### src/rtl/imem_port_arbiter_if.sv
// Request/response bundle between the fetch unit, the data/loader port,
// the instruction-memory arbiter and the single-port memory array.
interface imem_port_arbiter_if #(
  parameter int MA_W = 10
);
  // Handshake: a requester raises req with its address/we/wdata and holds them
  // until ack. ack (and err, on a rejected access) is a 1-cycle pulse.
  // rvalid is a later 1-cycle pulse for successful reads only; rdata holds.
  logic            if_req;
  logic [31:0]     if_addr;
  logic            if_ack;
  logic            if_err;
  logic            if_rvalid;
  logic [31:0]     if_rdata;

  logic            d_req;
  logic            d_we;
  logic [31:0]     d_addr;
  logic [31:0]     d_wdata;
  logic            d_ack;
  logic            d_err;
  logic            d_rvalid;
  logic [31:0]     d_rdata;

  logic            mem_en;
  logic            mem_we;
  logic [MA_W-1:0] mem_addr;
  logic [31:0]     mem_wdata;
  logic [31:0]     mem_rdata;

  modport slave (
    input  if_req, if_addr, d_req, d_we, d_addr, d_wdata, mem_rdata,
    output if_ack, if_err, if_rvalid, if_rdata,
    output d_ack, d_err, d_rvalid, d_rdata,
    output mem_en, mem_we, mem_addr, mem_wdata
  );

  modport master (
    output if_req, if_addr, d_req, d_we, d_addr, d_wdata, mem_rdata,
    input  if_ack, if_err, if_rvalid, if_rdata,
    input  d_ack, d_err, d_rvalid, d_rdata,
    input  mem_en, mem_we, mem_addr, mem_wdata
  );
endinterface

### src/rtl/imem_port_arbiter.sv
// Arbitrates the single-port instruction memory between instruction fetch and
// the data/loader port; one access in flight, round-robin on ties.
module imem_port_arbiter #(
  parameter int MEM_WORDS = 1024,
  parameter int MA_W      = 10
) (
  input  logic                clk,
  input  logic                reset,
  imem_port_arbiter_if.slave  bus,
  output logic [1:0]          dbg_state_o
);

  typedef enum logic [1:0] {
    IDLE  = 2'd0,
    ISSUE = 2'd1,
    WAIT  = 2'd2
  } state_t;

  localparam logic OWN_IF = 1'b0;
  localparam logic OWN_D  = 1'b1;

  state_t          state_q, state_d;
  logic            owner_q, owner_d;
  logic            last_q, last_d;
  logic            we_q, we_d;
  logic            err_q, err_d;
  logic [MA_W-1:0] addr_q, addr_d;
  logic [31:0]     wdata_q, wdata_d;
  logic            if_rvalid_q, if_rvalid_d;
  logic            d_rvalid_q, d_rvalid_d;
  logic [31:0]     if_rdata_q, if_rdata_d;
  logic [31:0]     d_rdata_q, d_rdata_d;

  logic            pick_d;
  logic [31:0]     sel_addr;

  always_ff @(posedge clk or posedge reset) begin
    if (reset) begin
      state_q     <= IDLE;
      owner_q     <= OWN_IF;
      last_q      <= OWN_D;
      we_q        <= 1'b0;
      err_q       <= 1'b0;
      addr_q      <= '0;
      wdata_q     <= '0;
      if_rvalid_q <= 1'b0;
      d_rvalid_q  <= 1'b0;
      if_rdata_q  <= '0;
      d_rdata_q   <= '0;
    end else begin
      state_q     <= state_d;
      owner_q     <= owner_d;
      last_q      <= last_d;
      we_q        <= we_d;
      err_q       <= err_d;
      addr_q      <= addr_d;
      wdata_q     <= wdata_d;
      if_rvalid_q <= if_rvalid_d;
      d_rvalid_q  <= d_rvalid_d;
      if_rdata_q  <= if_rdata_d;
      d_rdata_q   <= d_rdata_d;
    end
  end

  always_comb begin
    state_d     = state_q;
    owner_d     = owner_q;
    last_d      = last_q;
    we_d        = we_q;
    err_d       = err_q;
    addr_d      = addr_q;
    wdata_d     = wdata_q;
    if_rvalid_d = 1'b0;
    d_rvalid_d  = 1'b0;
    if_rdata_d  = if_rdata_q;
    d_rdata_d   = d_rdata_q;
    // Data wins only when fetch is idle or fetch was the last port served.
    pick_d      = bus.d_req && (!bus.if_req || last_q == OWN_IF);
    sel_addr    = pick_d ? bus.d_addr : bus.if_addr;

    case (state_q)
      IDLE: begin
        if (bus.if_req || bus.d_req) begin
          owner_d = pick_d;
          last_d  = pick_d;
          we_d    = pick_d && bus.d_we;
          if (pick_d) wdata_d = bus.d_wdata;
          addr_d  = sel_addr[MA_W+1:2];
          err_d   = (sel_addr[1:0] != 2'b00) ||
                    (sel_addr[31:2] >= 30'(MEM_WORDS));
          state_d = ISSUE;
        end
      end
      ISSUE: begin
        state_d = (err_q || we_q) ? IDLE : WAIT;
      end
      WAIT: begin
        if (owner_q == OWN_D) begin
          d_rdata_d  = bus.mem_rdata;
          d_rvalid_d = 1'b1;
        end else begin
          if_rdata_d  = bus.mem_rdata;
          if_rvalid_d = 1'b1;
        end
        state_d = IDLE;
      end
      default: state_d = IDLE;
    endcase
  end

  assign bus.if_ack    = (state_q == ISSUE) && (owner_q == OWN_IF);
  assign bus.d_ack     = (state_q == ISSUE) && (owner_q == OWN_D);
  assign bus.if_err    = bus.if_ack && err_q;
  assign bus.d_err     = bus.d_ack && err_q;
  assign bus.if_rvalid = if_rvalid_q;
  assign bus.d_rvalid  = d_rvalid_q;
  assign bus.if_rdata  = if_rdata_q;
  assign bus.d_rdata   = d_rdata_q;
  assign bus.mem_en    = (state_q == ISSUE) && !err_q;
  assign bus.mem_we    = bus.mem_en && we_q;
  assign bus.mem_addr  = addr_q;
  assign bus.mem_wdata = wdata_q;
  assign dbg_state_o   = state_q;

endmodule
### src/flat_wrapper.sv
// flat-port wrapper written by rule: the top's interface ports become plain ports
module imem_port_arbiter_flat 
#(
  parameter int MEM_WORDS = 1024,
  parameter int MA_W      = 10
)
  (clk, reset, dbg_state_o, bus_if_req, bus_if_addr, bus_d_req, bus_d_we, bus_d_addr, bus_d_wdata, bus_mem_rdata, bus_if_ack, bus_if_err, bus_if_rvalid, bus_if_rdata, bus_d_ack, bus_d_err, bus_d_rvalid, bus_d_rdata, bus_mem_en, bus_mem_we, bus_mem_addr, bus_mem_wdata);
  imem_port_arbiter_if #(.MA_W(MA_W)) bus_i ();
  input  logic clk;
  input  logic reset;
  output logic [1:0] dbg_state_o;
  input wire logic [$bits(bus_i.if_req)-1:0] bus_if_req;
  input wire logic [$bits(bus_i.if_addr)-1:0] bus_if_addr;
  input wire logic [$bits(bus_i.d_req)-1:0] bus_d_req;
  input wire logic [$bits(bus_i.d_we)-1:0] bus_d_we;
  input wire logic [$bits(bus_i.d_addr)-1:0] bus_d_addr;
  input wire logic [$bits(bus_i.d_wdata)-1:0] bus_d_wdata;
  input wire logic [$bits(bus_i.mem_rdata)-1:0] bus_mem_rdata;
  output wire logic [$bits(bus_i.if_ack)-1:0] bus_if_ack;
  output wire logic [$bits(bus_i.if_err)-1:0] bus_if_err;
  output wire logic [$bits(bus_i.if_rvalid)-1:0] bus_if_rvalid;
  output wire logic [$bits(bus_i.if_rdata)-1:0] bus_if_rdata;
  output wire logic [$bits(bus_i.d_ack)-1:0] bus_d_ack;
  output wire logic [$bits(bus_i.d_err)-1:0] bus_d_err;
  output wire logic [$bits(bus_i.d_rvalid)-1:0] bus_d_rvalid;
  output wire logic [$bits(bus_i.d_rdata)-1:0] bus_d_rdata;
  output wire logic [$bits(bus_i.mem_en)-1:0] bus_mem_en;
  output wire logic [$bits(bus_i.mem_we)-1:0] bus_mem_we;
  output wire logic [$bits(bus_i.mem_addr)-1:0] bus_mem_addr;
  output wire logic [$bits(bus_i.mem_wdata)-1:0] bus_mem_wdata;
  assign bus_i.if_req = bus_if_req;
  assign bus_i.if_addr = bus_if_addr;
  assign bus_i.d_req = bus_d_req;
  assign bus_i.d_we = bus_d_we;
  assign bus_i.d_addr = bus_d_addr;
  assign bus_i.d_wdata = bus_d_wdata;
  assign bus_i.mem_rdata = bus_mem_rdata;
  assign bus_if_ack = bus_i.if_ack;
  assign bus_if_err = bus_i.if_err;
  assign bus_if_rvalid = bus_i.if_rvalid;
  assign bus_if_rdata = bus_i.if_rdata;
  assign bus_d_ack = bus_i.d_ack;
  assign bus_d_err = bus_i.d_err;
  assign bus_d_rvalid = bus_i.d_rvalid;
  assign bus_d_rdata = bus_i.d_rdata;
  assign bus_mem_en = bus_i.mem_en;
  assign bus_mem_we = bus_i.mem_we;
  assign bus_mem_addr = bus_i.mem_addr;
  assign bus_mem_wdata = bus_i.mem_wdata;
  imem_port_arbiter #(.MEM_WORDS(MEM_WORDS), .MA_W(MA_W)) u_core (.clk(clk), .reset(reset), .bus(bus_i), .dbg_state_o(dbg_state_o));
endmodule
### config.mk
export PLATFORM = sky130hd
export DESIGN_NAME = imem_port_arbiter_flat
export DESIGN_NICKNAME = d
export VERILOG_FILES = /design/src/rtl/imem_port_arbiter_if.sv /design/src/rtl/imem_port_arbiter.sv /design/src/flat_wrapper.sv
export SDC_FILE = /design/constraint.sdc
export NUM_CORES = 1
export LEC_CHECK = 0
export ABC_AREA = 1
export ABC_CLOCK_PERIOD_IN_PS = 4400
export BUFFER_PORTS_ARGS = -buffer_cell sky130_fd_sc_hd__buf_2
export CORE_MARGIN = 2
export CORE_UTILIZATION = 45
export CTS_BUF_LIST = sky130_fd_sc_hd__clkbuf_8
export DETAILED_ROUTE_END_ITERATION = 12
export MAX_ROUTING_LAYER = met4
export PLACE_DENSITY = 0.87
export RECOVER_POWER = 100
export SLEW_MARGIN = 20
export SYNTH_ARGS = -nofsm -noshare
export SYNTH_HDL_FRONTEND = slang
export SYNTH_SLANG_ARGS = --single-unit
### constraint.sdc
create_clock -name clk -period 4.4 [get_ports clk]
set_input_delay 0.66 -clock clk [delete_from_list [all_inputs] [get_ports clk]]
set_output_delay 0.66 -clock clk [all_outputs]
set_load 0.01 [all_outputs]
==> metrics.txt, run 1 <==
Static Leak 3.11 nW; Post-Route Skew 0.00854 ns; Seq/Total Area, Yosys 61.4%; I/O pins 249; Die Y 106 µm; final wirelength 12500 µm; DR DRC count 0; pre-CTS setup slack 2.13 ns; CP top delay family simple AND/OR/NAND/NOR gates; CTS root buf clkbuf_8; Fin. Hold Viols 0; WL/cell 14.8 µm; synthesized area per cell 10.4 µm²; vias in the first global route 3993; Post-CTS Resized 0; final hold slack 0.387 ns; worst hold path type in2async; flops & latches, synth 114; Final period util 56.7%; dpl cell area 5970 µm²; Post-CTS Setup Bufs 0; Final Instance Area 6110 µm²; die width 106 µm; 1st-iter DRT viols 266; Non-Filler Instances 845; fmax 401 MHz; H-tree depth 4; post-route ant nets 0; Tot GR Track Use 22.9%; Post-Syn Nets 581; post-synth top area cell dfrtp_1; Die Area 11200 µm²; Cell Rows 37; GR peak layer met2; total gr overflow 0; status complete, but fails checks; CP endpoint kind flip-flop; Worst-path clk slew 0.07 ns; number of fill cells in the layout 928; Arrival @ worst endpoint 2.79 ns; Tmin final 2.50 ns; pin count of the biggest net entering global routing 88; CTS tree done; worst setup margin 1.90 ns; Synth Cell Area 4650 µm²; Syn-to-layout area delta 31.3%; final setup TNS 0 ns; delay of the slowest critical-path stage 0.79 ns; Final Setup Violations 0; first-pass GRT wire length 19200 µm; Mapped Cells 448; hold buffers post-CTS 0; CTS max path bufs 2; CTS buffer count 17; Rel. slew slack -8.02%; Global Route met1 Usage 25.7%; fin util 60.0%; fraction of layout cells with a size suffix above 1 24.8%; met3 usage in global routing 6.00%; YS warnings 0; max cap viols 3; Worst R2R Setup Slack 1.90 ns; critical path required time 4.69 ns; # nets final 830; GP Congestion 0.816; IO Port Bufs 248; worst path bufs/invs 1; dpl hpwl 9450 µm; Tightest Pin Transition 1.62 ns; Clock Sinks 114; Antenna Cells 0; crit start category flip-flop; Placed Cells 814; clk_lat worst skew 0.42 ns; core area 10200 µm²; top cell type's share of synthesized area 60.8%; RSZ-0062 raised after global routing false; DRT Pass-1 Iters 4; Design Power 2.82 mW; CP max stage cell nor2_1; number of pins with negative max-slew slack in the final report 159; synth unique cells 23; initial antenna violation count 0; CP Class reg2reg; worst path cell trace inv_1 > nand2_2 > nor2_1 > nand2_4 > mux2_1; Worst VDD drop 0.222 mV; violated checks max-capacitance violations, max-slew violations; synth top area cells dfrtp_1 (61%), mux2_4 (9.0%), nand2_1 (7.7%), o21ai_0 (5.9%), o21ai_1 (3.3%); Initial Util 45.7%; Max FO, Critical Path 34; PD cells 462 nW/µm²; vias 4116; met2 GRT Util 39.6%; Via density 4.87
## worst reg2reg max path: cells and delay by family, from the launching register on
| family | cells | cell delay [ns] |
|---|---|---|
| AND/OR/NAND/NOR | 3 | 1.37 |
| multiplexers | 1 | 0.51 |
| flip-flops | 1 | 0.38 |
| buffers and inverters | 1 | 0.12 |
## registers in the layout, indices dropped and copies added (netlist names)
name	flops
u_core.bus.d_rdata	32
u_core.bus.if_rdata	32
u_core.bus.mem_wdata	32
u_core.bus.mem_addr	10
u_core.dbg_state_o	2
u_core.bus.d_rvalid	1
u_core.bus.if_rvalid	1
u_core.err_q	1
u_core.last_q	1
u_core.owner_q	1
u_core.we_q	1
## worst paths after layout
| check | to | start | cells after the start |
|---|---|---|---|
| worst max-delay path | u_core.bus.mem_wdata[10]$_DFFE_PP0P_ | u_core.dbg_state_o[1]$_DFFE_PP0P_ | 5 |
| worst min-delay path | u_core.bus.mem_wdata[26]$_DFFE_PP0P_ | reset | 2 |
| worst max register to register | u_core.bus.mem_wdata[10]$_DFFE_PP0P_ | u_core.dbg_state_o[1]$_DFFE_PP0P_ | 5 |
| worst min register to register | u_core.dbg_state_o[1]$_DFFE_PP0P_ | u_core.we_q$_DFFE_PP0P_ | 1 |
| max in group asynchronous | u_core.bus.if_rdata[1]$_DFFE_PP0P_ | reset | 3 |
| min in group clk | u_core.dbg_state_o[1]$_DFFE_PP0P_ | u_core.we_q$_DFFE_PP0P_ | 1 |
## per-layer routing
metal | part of all wire [%] | vias up
li1 | - | 1933
met1 | 39 | 1936
met2 | 51 | 223
met3 | 7.5 | 24
met4 | 1.9 | 0
met5 | 0 | -
## kinds of logic after synthesis
logic type             synth area share, %
AO/OA/AOI/OAI                         9.36
multiplexers                          10.0
buffers and inverters                 5.76
AND/OR/NAND/NOR                       13.5
flip-flops                            61.4
## area by class of cell
class                           instances  area, µm²  area share [%]
Timing Repair Buffer                  249       1100            18.0
Multi-Input combinational cell        270       1400            22.9
Inverter                               45        174            2.85
Clock inverter                         11        135            2.21
Clock buffer                           20        275            4.51
Tap cell                              136        170            2.79
Sequential cell                       114       2850            46.7
## synthesized netlist by cell type, drive strengths merged
library cell,number
clkbuf,12
dfrtp,113
nor3,7
nand2,98
nor2,40
inv,45
a21oi,1
nand3,2
or2,3
nand4,1
dfstp,1
mux2,32
o21ai,86
buf,7
## placed cells by master (no fill, tap or decap), drive strengths merged, types with 2 or more instances in the layout
cell | synthesis | final
o21ai | 86 | 86
nor2 | 40 | 40
nor3 | 7 | 7
clkbuf | 12 | 137
buf | 7 | 132
nand3 | 2 | 2
nand2 | 98 | 98
dfrtp | 113 | 113
mux2 | 32 | 32
or2 | 3 | 3
inv | 45 | 46
bufinv | 0 | 3
clkinv | 0 | 6
## power by group
part | leakage (nW) | internal [mW] | total [mW] | switching (mW)
Sequential | 1.18 | 1.21 | 1.31 | 0.103
Clock | 0.216 | 0.597 | 1.01 | 0.410
Combinational | 1.71 | 0.198 | 0.500 | 0.302
Total | 3.11 | 2.01 | 2.82 | 0.815
Power figures use the tool's default switching activity.
==> inputs of run 2 (changes only) <==
- ABC_CLOCK_PERIOD_IN_PS: 4400 -> 2000
- CORE_UTILIZATION: 45 -> 42
- PLACE_DENSITY: 0.87 -> 0.86
- clock period: 4.4 -> 2 ns (I/O delays scaled with it)
==> run 2 against run 1 <==
The run still ends with max-capacitance violations, max-slew violations left. Combinational power is 130% higher. Global-route usage down 2.1 points. Clock skew decreased by 0.0021 ns. Sequential cell count unchanged. Sequential power up 120%. Largest power group unchanged. Final area up 1.7%. Clock power increased by 130%. First-iteration DRC count decreased by 20%. Non-clock buffer count grew 6. Die area grew 6.9%.
==> metrics.txt, run 2 (synthesized netlist as in run 1, its figures left out) <==
delay of the slowest critical-path stage 0.39 ns; min-delay src bus_d_wdata[7]; number of pins with negative max-slew slack in the final report 115; H-tree depth 4; critical path required time 1.70 ns; Die Y 109 µm; clk_lat worst skew 0.41 ns; Clock power frac 37.0%; first-pass GRT wire length 18200 µm; Tot GR Track Use 20.8%; Worst-path clk slew 0.08 ns; fraction of layout cells with a size suffix above 1 26.3%; Rel. slew slack -1.14%; Fin. Hold Viols 0; fmax 568 MHz; # nets final 836; status complete, but fails checks; Worst R2R Setup Slack 0.29 ns; register share of total power 45.1%; Cell Rows 38; DRT Pass-1 Iters 4; core area 10800 µm²; Via density 4.65; number of fill cells in the layout 1078; NetSw 1.84 mW; 1st-iter DRT viols 214; Combinational Power Share 17.9%; Final period util 88.0%; worst hold path type in2reg; r2r startpoint u_core.last_q$_DFFE_PP1P_; max cap viols 1; CP endpoint kind primary output; I/O pins 249; final setup TNS 0 ns; dpl hpwl 9210 µm; Post-CTS Setup Bufs 0; pin count of the biggest net entering global routing 115; CTS tree done; CP max stage cell dfrtp_1; Initial Util 42.9%; CTS buffer count 17; final wirelength 12400 µm; GP Congestion 0.810; CTS root buf clkbuf_8; crit start category flip-flop; CTS max path bufs 2; Post-Route Skew 0.00644 ns; total gr overflow 0; PD cells 1030 nW/µm²; vias in the first global route 3868; P_int 4.54 mW; Worst Hold End u_core.bus.mem_wdata[7]$_DFFE_PP0P_; final hold slack 0.104 ns; Worst VDD drop 0.540 mV; commonest non-fill, non-tap cell in the layout buf_2; Syn-to-layout area delta 33.5%; RSZ-0062 raised after global routing false; vias 3983; Antenna Cells 0; die width 109 µm; Tightest Pin Transition 1.52 ns; Clock Sinks 114; hold path depth 2; Reg2Reg Depth 6; worst path cell trace inv_2 > nand2_1 > nor3_1 > clkbuf_2; post-route ant nets 0; Static Leak 3.15 nW; Die Area 11900 µm²; WL/cell 14.5 µm; Final Setup Violations 0; violated checks max-capacitance violations, max-slew violations; Arrival @ worst endpoint 1.46 ns; initial antenna violation count 0; register area 2850 µm²; Post-CTS Resized 0; CP Class reg2out; Max FO, Critical Path 7; Sw Ratio 28.8%; footprint of the multi-input gates 1410 µm²; worst flop-to-flop path endpoint u_core.bus.mem_wdata[4]$_DFFE_PP0P_; Tmin final 1.76 ns; IO Port Bufs 248; most frequent cells in the layout buf_2 (131), clkbuf_1 (116), dfrtp_1 (113); DR DRC count 0; hold buffers post-CTS 0
run 2: power groups by stage:
stage / clock network (mW) / registers (mW) / logic, mW
floorplan: 0 / 3.05 / 0.584
global placement: 0 / 2.89 / 1.37
detailed placement: 0 / 2.91 / 1.42
CTS: 2.42 / 2.88 / 1.42
global route: 2.53 / 2.93 / 1.26
finish: 2.36 / 2.88 / 1.14
run 2: worst max path at each step:
stage,endpoint,slack [ns],from
detailed placement,u_core.bus.mem_wdata[29]$_DFFE_PP0P_,0.48,bus_d_req
global route,bus_d_err,0.07,u_core.dbg_state_o[1]$_DFFE_PP0P_
finish,bus_d_err,0.24,u_core.dbg_state_o[1]$_DFFE_PP0P_
global placement,u_core.bus.mem_wdata[29]$_DFFE_PP0P_,0.52,bus_d_req
floorplan,u_core.bus.d_rdata[0]$_DFFE_PP0P_,0.32,reset
CTS,bus_d_err,0.17,u_core.dbg_state_o[1]$_DFFE_PP0P_
run 2: final cells by class:
class / count / area share (%)
tap: 140 / 2.82
multi-input combinational: 270 / 22.8
clock inverter: 13 / 2.96
clock buffer: 19 / 4.21
sequential: 114 / 46.0
timing repair buffer: 255 / 18.5
inverter: 45 / 2.78
run 2: per-stage QoR:
step	cells	utilization (%)	cell area (µm²)	setup slack [ns]	total power, mW
final	856	57.3	6210	0.241	6.38
after global routing	856	57.3	6210	0.0740	6.72
after CTS	856	60.2	6520	0.172	6.71
after detailed placement	824	56.0	6080	0.476	4.33
after global placement	824	56.0	6080	0.522	4.26
after floorplan	448	-	4660	0.315	3.64
run 2: critical path: cells and delay by family, from the launching register on:
kind,cells,cell delay (ns)
and+or+nand+nor,2,0.37
DFF,1,0.39
buffers and inverters,2,0.30
run 2: layer usage:
metal / up-vias / wire (µm) / GRT usage (%)
met2: 185 / 6390 / 36.6
met3: 12 / 903 / 5.02
li1: 1951 / - / -
met1: 1835 / 4950 / 23.1
met4: 0 / 131 / 6.87
met5: - / 0 / -
==> inputs of run 3 (changes only) <==
- CORE_MARGIN: 2 -> not set
- TNS_END_PERCENT: not set -> 30
==> run 3 against run 2 <==
The flow finishes with violations (max-slew violations). Register-to-register slack worse by 0.05 ns. Sequential cell count unchanged. Sequential power about the same. Combinational power about the same. Clock power about the same. Setup slack worse by 0.042 ns. Critical path depth unchanged. Clock skew up 0.0038 ns. Worst hold slack worse by 0.0065 ns. Non-clock buffer count down 1.
==> metrics.txt, run 3 (synthesized netlist as in run 1, its figures left out) <==
status complete, but fails checks; violated checks max-slew violations; max cap viols 0; Die Y 107 µm; most frequent cells in the layout buf_2 (132), clkbuf_1 (116), dfrtp_1 (113); crit start category flip-flop; Combinational Power Share 18.0%; Arrival @ worst endpoint 1.50 ns; critical path required time 1.70 ns; final setup TNS 0 ns; Rel. slew slack -1.03%; number of pins with negative max-slew slack in the final report 114; CTS max path bufs 2; vias in the first global route 3864; final wirelength 12400 µm; fraction of layout cells with a size suffix above 1 26.3%; I/O pins 249; H-tree depth 4; Syn-to-layout area delta 33.8%; CP Class reg2out; Tot GR Track Use 22.2%; post-route ant nets 0; total gr overflow 0; Via density 4.69; pin count of the biggest net entering global routing 115; hold buffers post-CTS 0; Fin. Hold Viols 0; GP Congestion 0.784; first-pass GRT wire length 18900 µm; 1st-iter DRT viols 283; Post-CTS Resized 0; number of fill cells in the layout 1033; P_int 4.59 mW; Post-Route Skew 0.0102 ns; Clock Sinks 114; # nets final 835; Final Setup Violations 0; CP endpoint kind primary output; clk_lat worst skew 0.41 ns; IO Port Bufs 248; vias 4006; Initial Util 43.1%; WL/cell 14.4 µm; Tmin final 1.80 ns; Static Leak 3.20 nW; CTS tree done; worst hold path type in2reg; Design Power 6.39 mW; Post-CTS Setup Bufs 0; Sw Ratio 28.2%; PD cells 1030 nW/µm²; die width 107 µm; dpl hpwl 9040 µm; Tightest Pin Transition 1.52 ns; Max FO, Critical Path 7; Worst-path clk slew 0.07 ns; Antenna Cells 0; commonest non-fill, non-tap cell in the layout buf_2; Cell Rows 38; Worst VDD drop 0.529 mV; register share of total power 45.0%; DR DRC count 0; Die Area 11500 µm²; Final period util 90.0%; initial antenna violation count 0; NetSw 1.80 mW; DRT Pass-1 Iters 4; Clock power frac 37.0%; fmax 555 MHz; core area 10800 µm²; CTS buffer count 17; RSZ-0062 raised after global routing false; CTS root buf clkbuf_8
## run 3: cell types whose count changed in the layout (fill, tap and decap cells not counted), sizes merged
cell      delta
clkinvlp     -1
inv          +3
clkinv       -3
clkbuf       -2
buf          +2
## run 3: critical path, stage by stage, from the launching register on
cell,delay [ns]
dfrtp_1,0.37
inv_1,0.11
nand2_1,0.16
nor3_1,0.26
clkbuf_1,0.19
## run 3: stage by stage
| step | cell area, µm² | util [%] | cells | worst slack [ns] | hold slack [ns] |
|---|---|---|---|---|---|
| after floorplan | 4660 | - | 448 | 0.315 | 0.412 |
| after global placement | 6060 | 56.1 | 823 | 0.416 | 0.417 |
| after detailed placement | 6060 | 56.1 | 823 | 0.280 | 0.443 |
| after CTS | 6490 | 60.2 | 855 | 0.155 | 0.0884 |
| after global routing | 6220 | 57.7 | 855 | 0.0549 | 0.0817 |
| final | 6220 | 57.7 | 855 | 0.199 | 0.0978 |
## run 3: worst paths after layout
kind / cells after the start / slack [ns] / end / from
worst max-delay path: 4 / 0.20 / bus_if_err / u_core.dbg_state_o[1]$_DFFE_PP0P_
worst min-delay path: 2 / 0.1 / u_core.bus.mem_wdata[22]$_DFFE_PP0P_ / bus_d_wdata[22]
worst max register to register: 6 / 0.24 / u_core.bus.mem_wdata[11]$_DFFE_PP0P_ / u_core.last_q$_DFFE_PP1P_
worst min register to register: 1 / 0.45 / u_core.dbg_state_o[1]$_DFFE_PP0P_ / u_core.we_q$_DFFE_PP0P_
max in group asynchronous: 3 / 0.58 / u_core.bus.d_rvalid$_DFF_PP0_ / reset
min in group asynchronous: 3 / 0.44 / u_core.bus.if_rdata[12]$_DFFE_PP0P_ / reset
## run 3: final cells by class
class / count / area [µm²] / area share (%)
clock inverters: 12 / 163 / 2.61
clock buffers: 20 / 275 / 4.42
multi-input cells: 270 / 1440 / 23.1
flip-flops and latches: 114 / 2850 / 45.8
inverters: 45 / 170 / 2.73
repair buffers: 254 / 1150 / 18.5
well taps: 140 / 175 / 2.81
## run 3: power by group through the flow
stage          sequential, mW  clock, mW  combinational (mW)
6_report                 2.88       2.36                1.15
5_1_grt                  2.92       2.51                1.27
4_1_cts                  2.87       2.40                1.40
3_5_place_dp             2.91          0                1.40
3_3_place_gp             2.89          0                1.36
2_1_floorplan            3.05          0               0.584
## run 3: metal layers
layer,GRT usage (%),vias to the layer above,wire length [µm]
met5,-,-,0
met4,5.38,0,123
met3,6.26,14,905
met2,38.2,191,6330
met1,25.6,1862,4990
li1,-,1939,-
